### src/rtl/ad9970_tx_def.sv
`default_nettype none
// ad9970_tx_def: shared constants and state encoding for the AD9970 LVDS transmitter.
// Revision 1.0

package ad9970_tx_def;
  localparam int          BIT_PER_LANE      = 8;
  localparam int          SYNC_NUM          = 7;
  localparam logic [15:0] BLANK_WORD        = 16'h0000;
  localparam logic [15:0] DEFAULT_SYNC_WORD = 16'h8421;

  typedef enum logic [0:0] {
    IDLE = 1'b0,
    LINE = 1'b1
  } tx_state_t;
endpackage

`default_nettype wire

### src/rtl/ad9970_lvds_tx_if.sv
`default_nettype none
// ad9970_lvds_tx_if: line-control, pixel handshake and serial outputs of the transmitter.
// Revision 1.0

interface ad9970_lvds_tx_if #(
  parameter int DATA_WD  = 14,
  parameter int WORD_WD  = 16,
  parameter int LOC_WD   = 13,
  parameter int SYNC_NUM = 7
);
  logic                        i_enable;
  logic                        i_hd;
  logic [DATA_WD-1:0]          iv_pix_data;
  logic                        i_align_right;
  logic [LOC_WD-1:0]           iv_sync_start_loc;
  logic [SYNC_NUM*WORD_WD-1:0] iv_sync_word;
  logic [LOC_WD-1:0]           iv_hblk_tog1;
  logic [LOC_WD-1:0]           iv_hblk_tog2;
  logic                        o_pix_req;
  logic                        o_tck;
  logic [1:0]                  ov_dout;
  logic                        o_word_start;

  modport master (
    output i_enable, i_hd, iv_pix_data, i_align_right, iv_sync_start_loc,
           iv_sync_word, iv_hblk_tog1, iv_hblk_tog2,
    input  o_pix_req, o_tck, ov_dout, o_word_start
  );

  modport slave (
    input  i_enable, i_hd, iv_pix_data, i_align_right, iv_sync_start_loc,
           iv_sync_word, iv_hblk_tog1, iv_hblk_tog2,
    output o_pix_req, o_tck, ov_dout, o_word_start
  );
endinterface

`default_nettype wire

### src/rtl/ad9970_lane_ser.sv
`default_nettype none
// ad9970_lane_ser: one LVDS lane, parallel load then MSB-first shift.
// Revision 1.0

module ad9970_lane_ser
  import ad9970_tx_def::*;
#(
  parameter int WIDTH = BIT_PER_LANE
) (
  input  logic             clk,
  input  logic             reset,
  input  logic             load,
  input  logic [WIDTH-1:0] din,
  output logic             msb
);
  logic [WIDTH-1:0] sh;

  always_ff @(posedge clk or posedge reset) begin
    if (reset) begin
      sh <= '0;
    end else if (load) begin
      sh <= din;
    end else begin
      sh <= {sh[WIDTH-2:0], 1'b0};
    end
  end

  assign msb = sh[WIDTH-1];
endmodule

`default_nettype wire

### src/rtl/ad9970_lvds_tx.sv
`default_nettype none
// ad9970_lvds_tx: 2-lane AD9970-style word serializer (sync burst, blanking, pixels).
// Revision 1.0

module ad9970_lvds_tx #(
  parameter int DATA_WD  = 14,
  parameter int WORD_WD  = 16,
  parameter int LOC_WD   = 13,
  parameter int SYNC_NUM = 7
) (
  input  logic            clk,
  input  logic            reset,
  ad9970_lvds_tx_if.slave tx
);
  import ad9970_tx_def::tx_state_t;
  import ad9970_tx_def::IDLE;
  import ad9970_tx_def::LINE;
  import ad9970_tx_def::BLANK_WORD;

  localparam int                LANE_WD = WORD_WD / 2;
  localparam int                PAD_WD  = WORD_WD - DATA_WD;
  localparam logic [LOC_WD-1:0] POS_MAX = '1;

  tx_state_t                   state;
  logic [2:0]                  bit_cnt;
  logic                        hd_d;
  logic                        pend;
  logic [LOC_WD-1:0]           pos;
  logic                        tck;
  logic                        word_start;
  logic [LOC_WD-1:0]           sync_start_loc;
  logic [LOC_WD-1:0]           hblk_tog1;
  logic [LOC_WD-1:0]           hblk_tog2;
  logic [SYNC_NUM*WORD_WD-1:0] sync_word;
  logic                        align_right;

  logic                        hd_rise;
  logic                        load;
  logic [2:0]                  bit_nxt;
  logic                        restart;
  logic                        load_sat;
  logic [LOC_WD-1:0]           load_pos;
  logic [LOC_WD-1:0]           cur_ssl;
  logic [LOC_WD-1:0]           cur_tog1;
  logic [LOC_WD-1:0]           cur_tog2;
  logic [SYNC_NUM*WORD_WD-1:0] cur_sync;
  logic                        cur_align;
  logic [LOC_WD:0]             sync_end;
  logic [LOC_WD-1:0]           sync_diff;
  logic                        active;
  logic                        in_sync;
  logic                        in_blank;
  logic                        sel_pix;
  logic [WORD_WD-1:0]          sync_sel;
  logic [WORD_WD-1:0]          pix_word;
  logic [WORD_WD-1:0]          word;
  logic                        lane0_bit;
  logic                        lane1_bit;

  assign hd_rise = tx.i_hd & ~hd_d;
  assign load    = (bit_cnt == 3'd7);
  assign bit_nxt = bit_cnt + 3'd1;

  // An HD rise coincident with a load already governs that load.
  assign cur_ssl   = hd_rise ? tx.iv_sync_start_loc : sync_start_loc;
  assign cur_tog1  = hd_rise ? tx.iv_hblk_tog1      : hblk_tog1;
  assign cur_tog2  = hd_rise ? tx.iv_hblk_tog2      : hblk_tog2;
  assign cur_sync  = hd_rise ? tx.iv_sync_word      : sync_word;
  assign cur_align = hd_rise ? tx.i_align_right     : align_right;

  assign restart  = hd_rise | pend;
  assign load_sat = ~restart & (pos == POS_MAX);

  always_comb begin
    load_pos = pos + 1'b1;
    if (restart) begin
      load_pos = '0;
    end else if (load_sat) begin
      load_pos = pos;
    end
  end

  // Repeats at the saturation limit never re-enter the sync window.
  assign sync_end  = {1'b0, cur_ssl} + (LOC_WD + 1)'(SYNC_NUM - 1);
  assign sync_diff = load_pos - cur_ssl;
  assign in_sync   = ~load_sat & (load_pos >= cur_ssl) & ({1'b0, load_pos} <= sync_end);
  assign in_blank  = (cur_tog2 > cur_tog1) & (load_pos >= cur_tog1) & (load_pos < cur_tog2);
  assign active    = tx.i_enable & ((state == LINE) | hd_rise);
  assign sel_pix   = active & ~in_sync & ~in_blank;

  always_comb begin
    sync_sel = WORD_WD'(BLANK_WORD);
    for (int k = 0; k < SYNC_NUM; k++) begin
      if (sync_diff == LOC_WD'(k)) begin
        sync_sel = cur_sync[k*WORD_WD +: WORD_WD];
      end
    end
  end

  assign pix_word = cur_align ? {{PAD_WD{1'b0}}, tx.iv_pix_data}
                              : {tx.iv_pix_data, {PAD_WD{1'b0}}};

  always_comb begin
    word = WORD_WD'(BLANK_WORD);
    if (active) begin
      if (in_sync) begin
        word = sync_sel;
      end else if (!in_blank) begin
        word = pix_word;
      end
    end
  end

  always_ff @(posedge clk or posedge reset) begin
    if (reset) begin
      state          <= IDLE;
      bit_cnt        <= 3'd0;
      hd_d           <= 1'b0;
      pend           <= 1'b0;
      pos            <= '0;
      tck            <= 1'b0;
      word_start     <= 1'b0;
      sync_start_loc <= '0;
      hblk_tog1      <= '0;
      hblk_tog2      <= '0;
      sync_word      <= '0;
      align_right    <= 1'b0;
    end else begin
      bit_cnt    <= bit_nxt;
      tck        <= ~bit_nxt[2];
      word_start <= (bit_nxt == 3'd0);
      hd_d       <= tx.i_hd;

      if (hd_rise) begin
        sync_start_loc <= tx.iv_sync_start_loc;
        hblk_tog1      <= tx.iv_hblk_tog1;
        hblk_tog2      <= tx.iv_hblk_tog2;
        sync_word      <= tx.iv_sync_word;
        align_right    <= tx.i_align_right;
      end

      if (hd_rise && tx.i_enable) begin
        state <= LINE;
      end else if (load && !tx.i_enable) begin
        state <= IDLE;
      end

      if (load) begin
        pos  <= load_pos;
        pend <= 1'b0;
      end else if (hd_rise) begin
        pend <= 1'b1;
      end
    end
  end

  ad9970_lane_ser #(.WIDTH(LANE_WD)) u_lane0 (
    .clk   (clk),
    .reset (reset),
    .load  (load),
    .din   (word[WORD_WD-1 -: LANE_WD]),
    .msb   (lane0_bit)
  );

  ad9970_lane_ser #(.WIDTH(LANE_WD)) u_lane1 (
    .clk   (clk),
    .reset (reset),
    .load  (load),
    .din   (word[LANE_WD-1:0]),
    .msb   (lane1_bit)
  );

  assign tx.ov_dout      = {lane1_bit, lane0_bit};
  assign tx.o_pix_req    = load & sel_pix;
  assign tx.o_tck        = tck;
  assign tx.o_word_start = word_start;
endmodule

`default_nettype wire

### src/flat_wrapper.sv
// flat-port wrapper written by rule: the top's interface ports become plain ports
module ad9970_lvds_tx_flat import ad9970_tx_def::tx_state_t; import ad9970_tx_def::IDLE; import ad9970_tx_def::LINE; import ad9970_tx_def::BLANK_WORD;
#(
  parameter int DATA_WD  = 14,
  parameter int WORD_WD  = 16,
  parameter int LOC_WD   = 13,
  parameter int SYNC_NUM = 7
)
  (clk, reset, tx_i_enable, tx_i_hd, tx_iv_pix_data, tx_i_align_right, tx_iv_sync_start_loc, tx_iv_sync_word, tx_iv_hblk_tog1, tx_iv_hblk_tog2, tx_o_pix_req, tx_o_tck, tx_ov_dout, tx_o_word_start);
  ad9970_lvds_tx_if #(.DATA_WD(DATA_WD), .WORD_WD(WORD_WD), .LOC_WD(LOC_WD), .SYNC_NUM(SYNC_NUM)) tx_i ();
  input  logic clk;
  input  logic reset;
  input wire logic [$bits(tx_i.i_enable)-1:0] tx_i_enable;
  input wire logic [$bits(tx_i.i_hd)-1:0] tx_i_hd;
  input wire logic [$bits(tx_i.iv_pix_data)-1:0] tx_iv_pix_data;
  input wire logic [$bits(tx_i.i_align_right)-1:0] tx_i_align_right;
  input wire logic [$bits(tx_i.iv_sync_start_loc)-1:0] tx_iv_sync_start_loc;
  input wire logic [$bits(tx_i.iv_sync_word)-1:0] tx_iv_sync_word;
  input wire logic [$bits(tx_i.iv_hblk_tog1)-1:0] tx_iv_hblk_tog1;
  input wire logic [$bits(tx_i.iv_hblk_tog2)-1:0] tx_iv_hblk_tog2;
  output wire logic [$bits(tx_i.o_pix_req)-1:0] tx_o_pix_req;
  output wire logic [$bits(tx_i.o_tck)-1:0] tx_o_tck;
  output wire logic [$bits(tx_i.ov_dout)-1:0] tx_ov_dout;
  output wire logic [$bits(tx_i.o_word_start)-1:0] tx_o_word_start;
  assign tx_i.i_enable = tx_i_enable;
  assign tx_i.i_hd = tx_i_hd;
  assign tx_i.iv_pix_data = tx_iv_pix_data;
  assign tx_i.i_align_right = tx_i_align_right;
  assign tx_i.iv_sync_start_loc = tx_iv_sync_start_loc;
  assign tx_i.iv_sync_word = tx_iv_sync_word;
  assign tx_i.iv_hblk_tog1 = tx_iv_hblk_tog1;
  assign tx_i.iv_hblk_tog2 = tx_iv_hblk_tog2;
  assign tx_o_pix_req = tx_i.o_pix_req;
  assign tx_o_tck = tx_i.o_tck;
  assign tx_ov_dout = tx_i.ov_dout;
  assign tx_o_word_start = tx_i.o_word_start;
  ad9970_lvds_tx #(.DATA_WD(DATA_WD), .WORD_WD(WORD_WD), .LOC_WD(LOC_WD), .SYNC_NUM(SYNC_NUM)) u_core (.clk(clk), .reset(reset), .tx(tx_i));
endmodule
### config.mk
export PLATFORM = sky130hd
export DESIGN_NAME = ad9970_lvds_tx_flat
export DESIGN_NICKNAME = d
export VERILOG_FILES = /design/src/rtl/ad9970_tx_def.sv /design/src/rtl/ad9970_lvds_tx_if.sv /design/src/rtl/ad9970_lane_ser.sv /design/src/rtl/ad9970_lvds_tx.sv /design/src/flat_wrapper.sv
export SDC_FILE = /design/constraint.sdc
export NUM_CORES = 1
export LEC_CHECK = 0
export BUFFER_PORTS_ARGS = -buffer_cell sky130_fd_sc_hd__buf_2
export CAP_MARGIN = 30
export CORE_ASPECT_RATIO = 0.5
export CORE_MARGIN = 2
export CORE_UTILIZATION = 50
export DETAILED_ROUTE_END_ITERATION = 12
export GPL_TIMING_DRIVEN = 0
export HOLD_SLACK_MARGIN = 0.1
export MAX_ROUTING_LAYER = met4
export PLACE_DENSITY = 0.73
export REMOVE_ABC_BUFFERS = 1
export SYNTH_ARGS = -nofsm -noshare
export SYNTH_HDL_FRONTEND = slang
export SYNTH_SLANG_ARGS = --single-unit
### constraint.sdc
create_clock -name clk -period 6.75 [get_ports clk]
set_input_delay 1.0125 -clock clk [delete_from_list [all_inputs] [get_ports clk]]
set_output_delay 1.0125 -clock clk [all_outputs]
set_load 0.02 [all_outputs]
==> summary.txt <==
GRT
  • Met1 Usage GRT: 33.09%
  • Initial antenna violation count: 2
  • Final global-route overflow total: 0
  • Most used routing layer in global routing: met2
  • Global-route track usage on met2: between 40% and 50%
  • M3 GR Usage: about 4.0%
  • Number of global-route vias before repair: around 8.5k
  • Total routing resource utilization after global routing: about a quarter
  • Largest net degree at the start of global routing: 97
  • Wire length of the first global-routing pass: roughly 44,000 um

Die
  • I/O Pins: between 150 and 200
  • FP Rows: 38
  • Core footprint: 21,630 um^2
  • Die Outline Area: between 20,000 and 25,000 um^2
  • Initial Utilization: between 50% and 60%
  • Width of the die: 213.6 um
  • Y dimension of the die: approximately 110 um

Placement
  • Routability-driven placement congestion ratio: 0.8960
  • Final HPWL DP: a little over 20,000 um
  • Number of buffers added on ports: 174
  • Standard cell area after detailed placement: between 10,000 and 15,000 um^2

Synthesis
  • Portion of the post-synthesis area used by sequential elements: between 40 and 50%
  • Cell type contributing the most total cell area after synthesis: sky130_fd_sc_hd__dfrtp_1
  • Leading cell types by count after synthesis: 189 x sky130_fd_sc_hd__dfrtp_1, 109 x sky130_fd_sc_hd__mux2_2, 87 x sky130_fd_sc_hd__nand2_1
  • Leading post-synthesis cells by cell area: sky130_fd_sc_hd__dfrtp_1 43%, sky130_fd_sc_hd__mux2_2 11%, sky130_fd_sc_hd__ha_1 7.6%
  • Yosys warning total: 0
  • Post-synthesis cell area: ~11,000 um^2
  • Most used standard cell by instance count after synthesis: sky130_fd_sc_hd__dfrtp_1
  • Fraction of synthesized area in multiplexers: about 18%
  • XOR/XNOR share of the synthesized area: about 1.8%
  • Simple-gate portion of the synthesized area: a little under an eighth
  • Count of different cell masters after synthesis: 71
  • Post-synthesis compound-gate area fraction: roughly 13%
  • Synthesized-area fraction occupied by adder cells: under 10%
  • Synthesized area divided by synthesized cell count: roughly 11 um^2
  • Flip-flop and latch count after synthesis: between 150 and 200
  • Largest family of logic cells by synthesized area: multiplexers
  • Fraction of synthesized cell area taken by the top area cell type: between 40% and 50%
  • Primary flip-flop cell chosen by synthesis mapping: sky130_fd_sc_hd__dfrtp_1
  • Number of standard cells after synthesis: slightly above 1k
  • Number of enable flip-flop cells after synthesis: 0
  • Post-synthesis async set-or-reset flop share: 100.0%

Clock network
  • Number of CTS-inserted buffers: 17
  • Clock Root Buffer: sky130_fd_sc_hd__clkbuf_16
  • H-tree depth: 4
  • Post-CTS Setup Bufs: 0
  • Clock slew at reported path FFs: approximately 0.07 ns
  • Clock latency of the later-clocked register in the worst-skew pair: around 0.44 ns
  • Maximum clock insertion buffer count: 2
  • TritonCTS clock tree: yes
  • Total number of clock tree sinks: between 150 and 200

Pwr
  • VDD IR-drop max: roughly 0.17 mV
  • Power per Cell Area: about 240 nW/um^2
  • Leakage dissipation: approximately 6 nW

Drt
  • Total via count after detailed routing: 8,473
  • First-iteration detailed-routing DRC count: roughly 730
  • Drt drc: 0
  • Antenna Nets Post-Route: 0
  • Pre-Repair DR Iteration Count: 5
  • Average wire per cell in the routed design: ~18 um
  • Total routed wirelength: about 28,000 um
  • Vias per cell: around 5.6

Timing
  • Relative slew slack: 30.97%
  • RSZ-0062 raised after global routing: no
  • Final critical-path required period: 6.471 ns
  • Fmax: about 0.15 GHz
  • Setup violations, final: 0
  • Final clock skew: between 0.008 and 0.009 ns
  • Final slew viol count: 0
  • Final period utilization: a little over nine tenths
  • Pin slew with the least headroom to its limit: 1.028 ns
  • Final Hold Fails: 0

Finish
  • Number of nets in the finished design: about 1.4k
  • Share of layout cells above drive strength 1: approximately 30%
  • Final design utilization: between 50% and 60%
  • Area of all placed cells without fillers: about 13,000 um^2
  • Area growth from synthesis to final layout: 16.79%

Worst setup path
  • CP Cell Sequence: ha_1 -> nand4_1 -> nor2_1 -> and4_1 -> nand4_1 -> and4_1 -> and3_1 -> xnor2_1 -> nor2_1 -> ha_1 -> a21o_1 -> a21oi_1 -> o21ai_0 -> a41oi_1 -> o21ai_0 -> o31ai_2 -> nor2_1 -> buf_2
  • CP max stage delay: 0.69 ns
  • Kind of critical path: reg2out
  • Critical Path RT: between 5 and 6 ns
  • Critical Path Fanout Max: 7
  • Endpoint type of the worst setup path: output pin
  • Library cell contributing the largest single delay on the critical path: sky130_fd_sc_hd__o31ai_2
  • Endpoint arrival time on the critical path: roughly 5.5 ns
  • Kind of launch point of the worst setup path: flop
  • Most Frequent Cell on Critical Path: sky130_fd_sc_hd__nor2_1

Flow run
  • Number of max-cap violations: 0

Hold path
  • Worst min-delay path category: reg2reg

Run status
  • Status: complete, no violations
==> final timing paths <==
kind / startpoint / end / slack [ns] / depth (start not counted)
max reg2reg: u_core.pos[0]$_DFFE_PP0P_ / u_core.u_lane0.sh[5]$_DFF_PP0_ / 0.63 / 18
min: u_core.bit_cnt[0]$_DFF_PP0_ / u_core.bit_cnt[0]$_DFF_PP0_ / 0.46 / 1
min reg2reg: u_core.bit_cnt[0]$_DFF_PP0_ / u_core.bit_cnt[0]$_DFF_PP0_ / 0.46 / 1
max: u_core.pos[0]$_DFFE_PP0P_ / tx_o_pix_req / 0.28 / 18
min in group asynchronous: reset / u_core.tx.o_tck$_DFF_PP0_ / 0.65 / 2
max in group asynchronous: reset / u_core.u_lane0.sh[4]$_DFF_PP0_ / 5.18 / 3
==> critical path, delay by kind of cell, from the launching register on <==
family / cells / cell delay (ns)
adders and majority gates: 2 / 0.59
buffers and inverters: 1 / 0.22
DFF: 1 / 0.43
AOI/OAI and AO/OA: 6 / 1.49
and+or+nand+nor: 8 / 2.16
xor gates and xnor gates: 1 / 0.12
==> state kept, by name, indices dropped and copies added (netlist names) <==
register / cells
u_core.sync_word: 112
u_core.hblk_tog1: 13
u_core.hblk_tog2: 13
u_core.pos: 13
u_core.sync_start_loc: 13
u_core.u_lane0.sh: 8
u_core.u_lane1.sh: 8
u_core.bit_cnt: 3
u_core.align_right: 1
u_core.hd_d: 1
u_core.pend: 1
u_core.state: 1
u_core.tx.o_tck: 1
u_core.tx.o_word_start: 1
==> cells in the final DEF (no fill, tap or decap), drive strengths merged, types with 9 or more instances in the layout <==
cell	count
mux2i	69
clkbuf	19
nand4	16
o221ai	13
ha	67
nor3	15
a211oi	33
o31a	13
buf	186
mux2	110
xnor2	19
nor2	78
nor4	9
nand3	19
inv	69
nand2	87
a21o	11
o211a	12
nor2b	9
o21ai	26
dfrtp	189
a21oi	33
==> stage by stage <==
step	setup TNS, ns	hold slack [ns]	power (mW)	instances	setup slack [ns]
after detailed placement	-4.235	0.4551	2.164	1470	-0.4885
final	0	0.4569	3.123	1505	0.2786
after global routing	0	0.4713	3.291	1503	0.01977
after global placement	-1600.52	0.4407	2.137	1458	-13.60
after CTS	0	0.4636	3.138	1501	0.2443
after floorplan	-678.22	0.4262	1.918	984	-7.833
==> per-layer routing <==
layer  vias to the layer above  wire length (um)
met5                         -                 0
met4                         0               565
met3                        39               921
met2                       189             13320
met1                      4190             13040
li1                       4055                 -
==> area by class of cell <==
class                           count  area [um^2]
Clock buffer                       19        432.9
Tap cell                          300        375.4
Antenna cell                        4        10.01
Inverter                           67        260.3
Timing Repair Buffer              186         1124
Sequential cell                   189         4730
Multi-Input combinational cell    728         5786
Fill cell                        1767         8803
Clock inverter                     12        112.6
==> where the power goes <==
part	total (mW)	leakage (nW)	internal, mW	switching [mW]
Combinational	0.835	3.44	0.363	0.472
Sequential	1.32	2.27	1.27	0.0423
Clock	0.973	0.264	0.509	0.463
==> kinds of logic after synthesis <==
| logic type | count (synthesis) |
|---|---|
| XOR/XNOR | 23 |
| multiplexers | 180 |
| AND/OR/NAND/NOR | 263 |
| AO/OA/AOI/OAI | 193 |
| adder cells (fa/ha/maj) | 69 |
| buffers and inverters | 117 |
| flip-flops | 189 |
==> repair_timing <==
| item | CTS | global route |
|---|---|---|
| endpoints found under the hold margin | 0 | 0 |
| gates resized for setup | 3 | 2 |
| hold buffers | 0 | 0 |
| endpoints found under the setup margin | 1 | 1 |
Note: power is estimated with default switching activity, not from simulation.
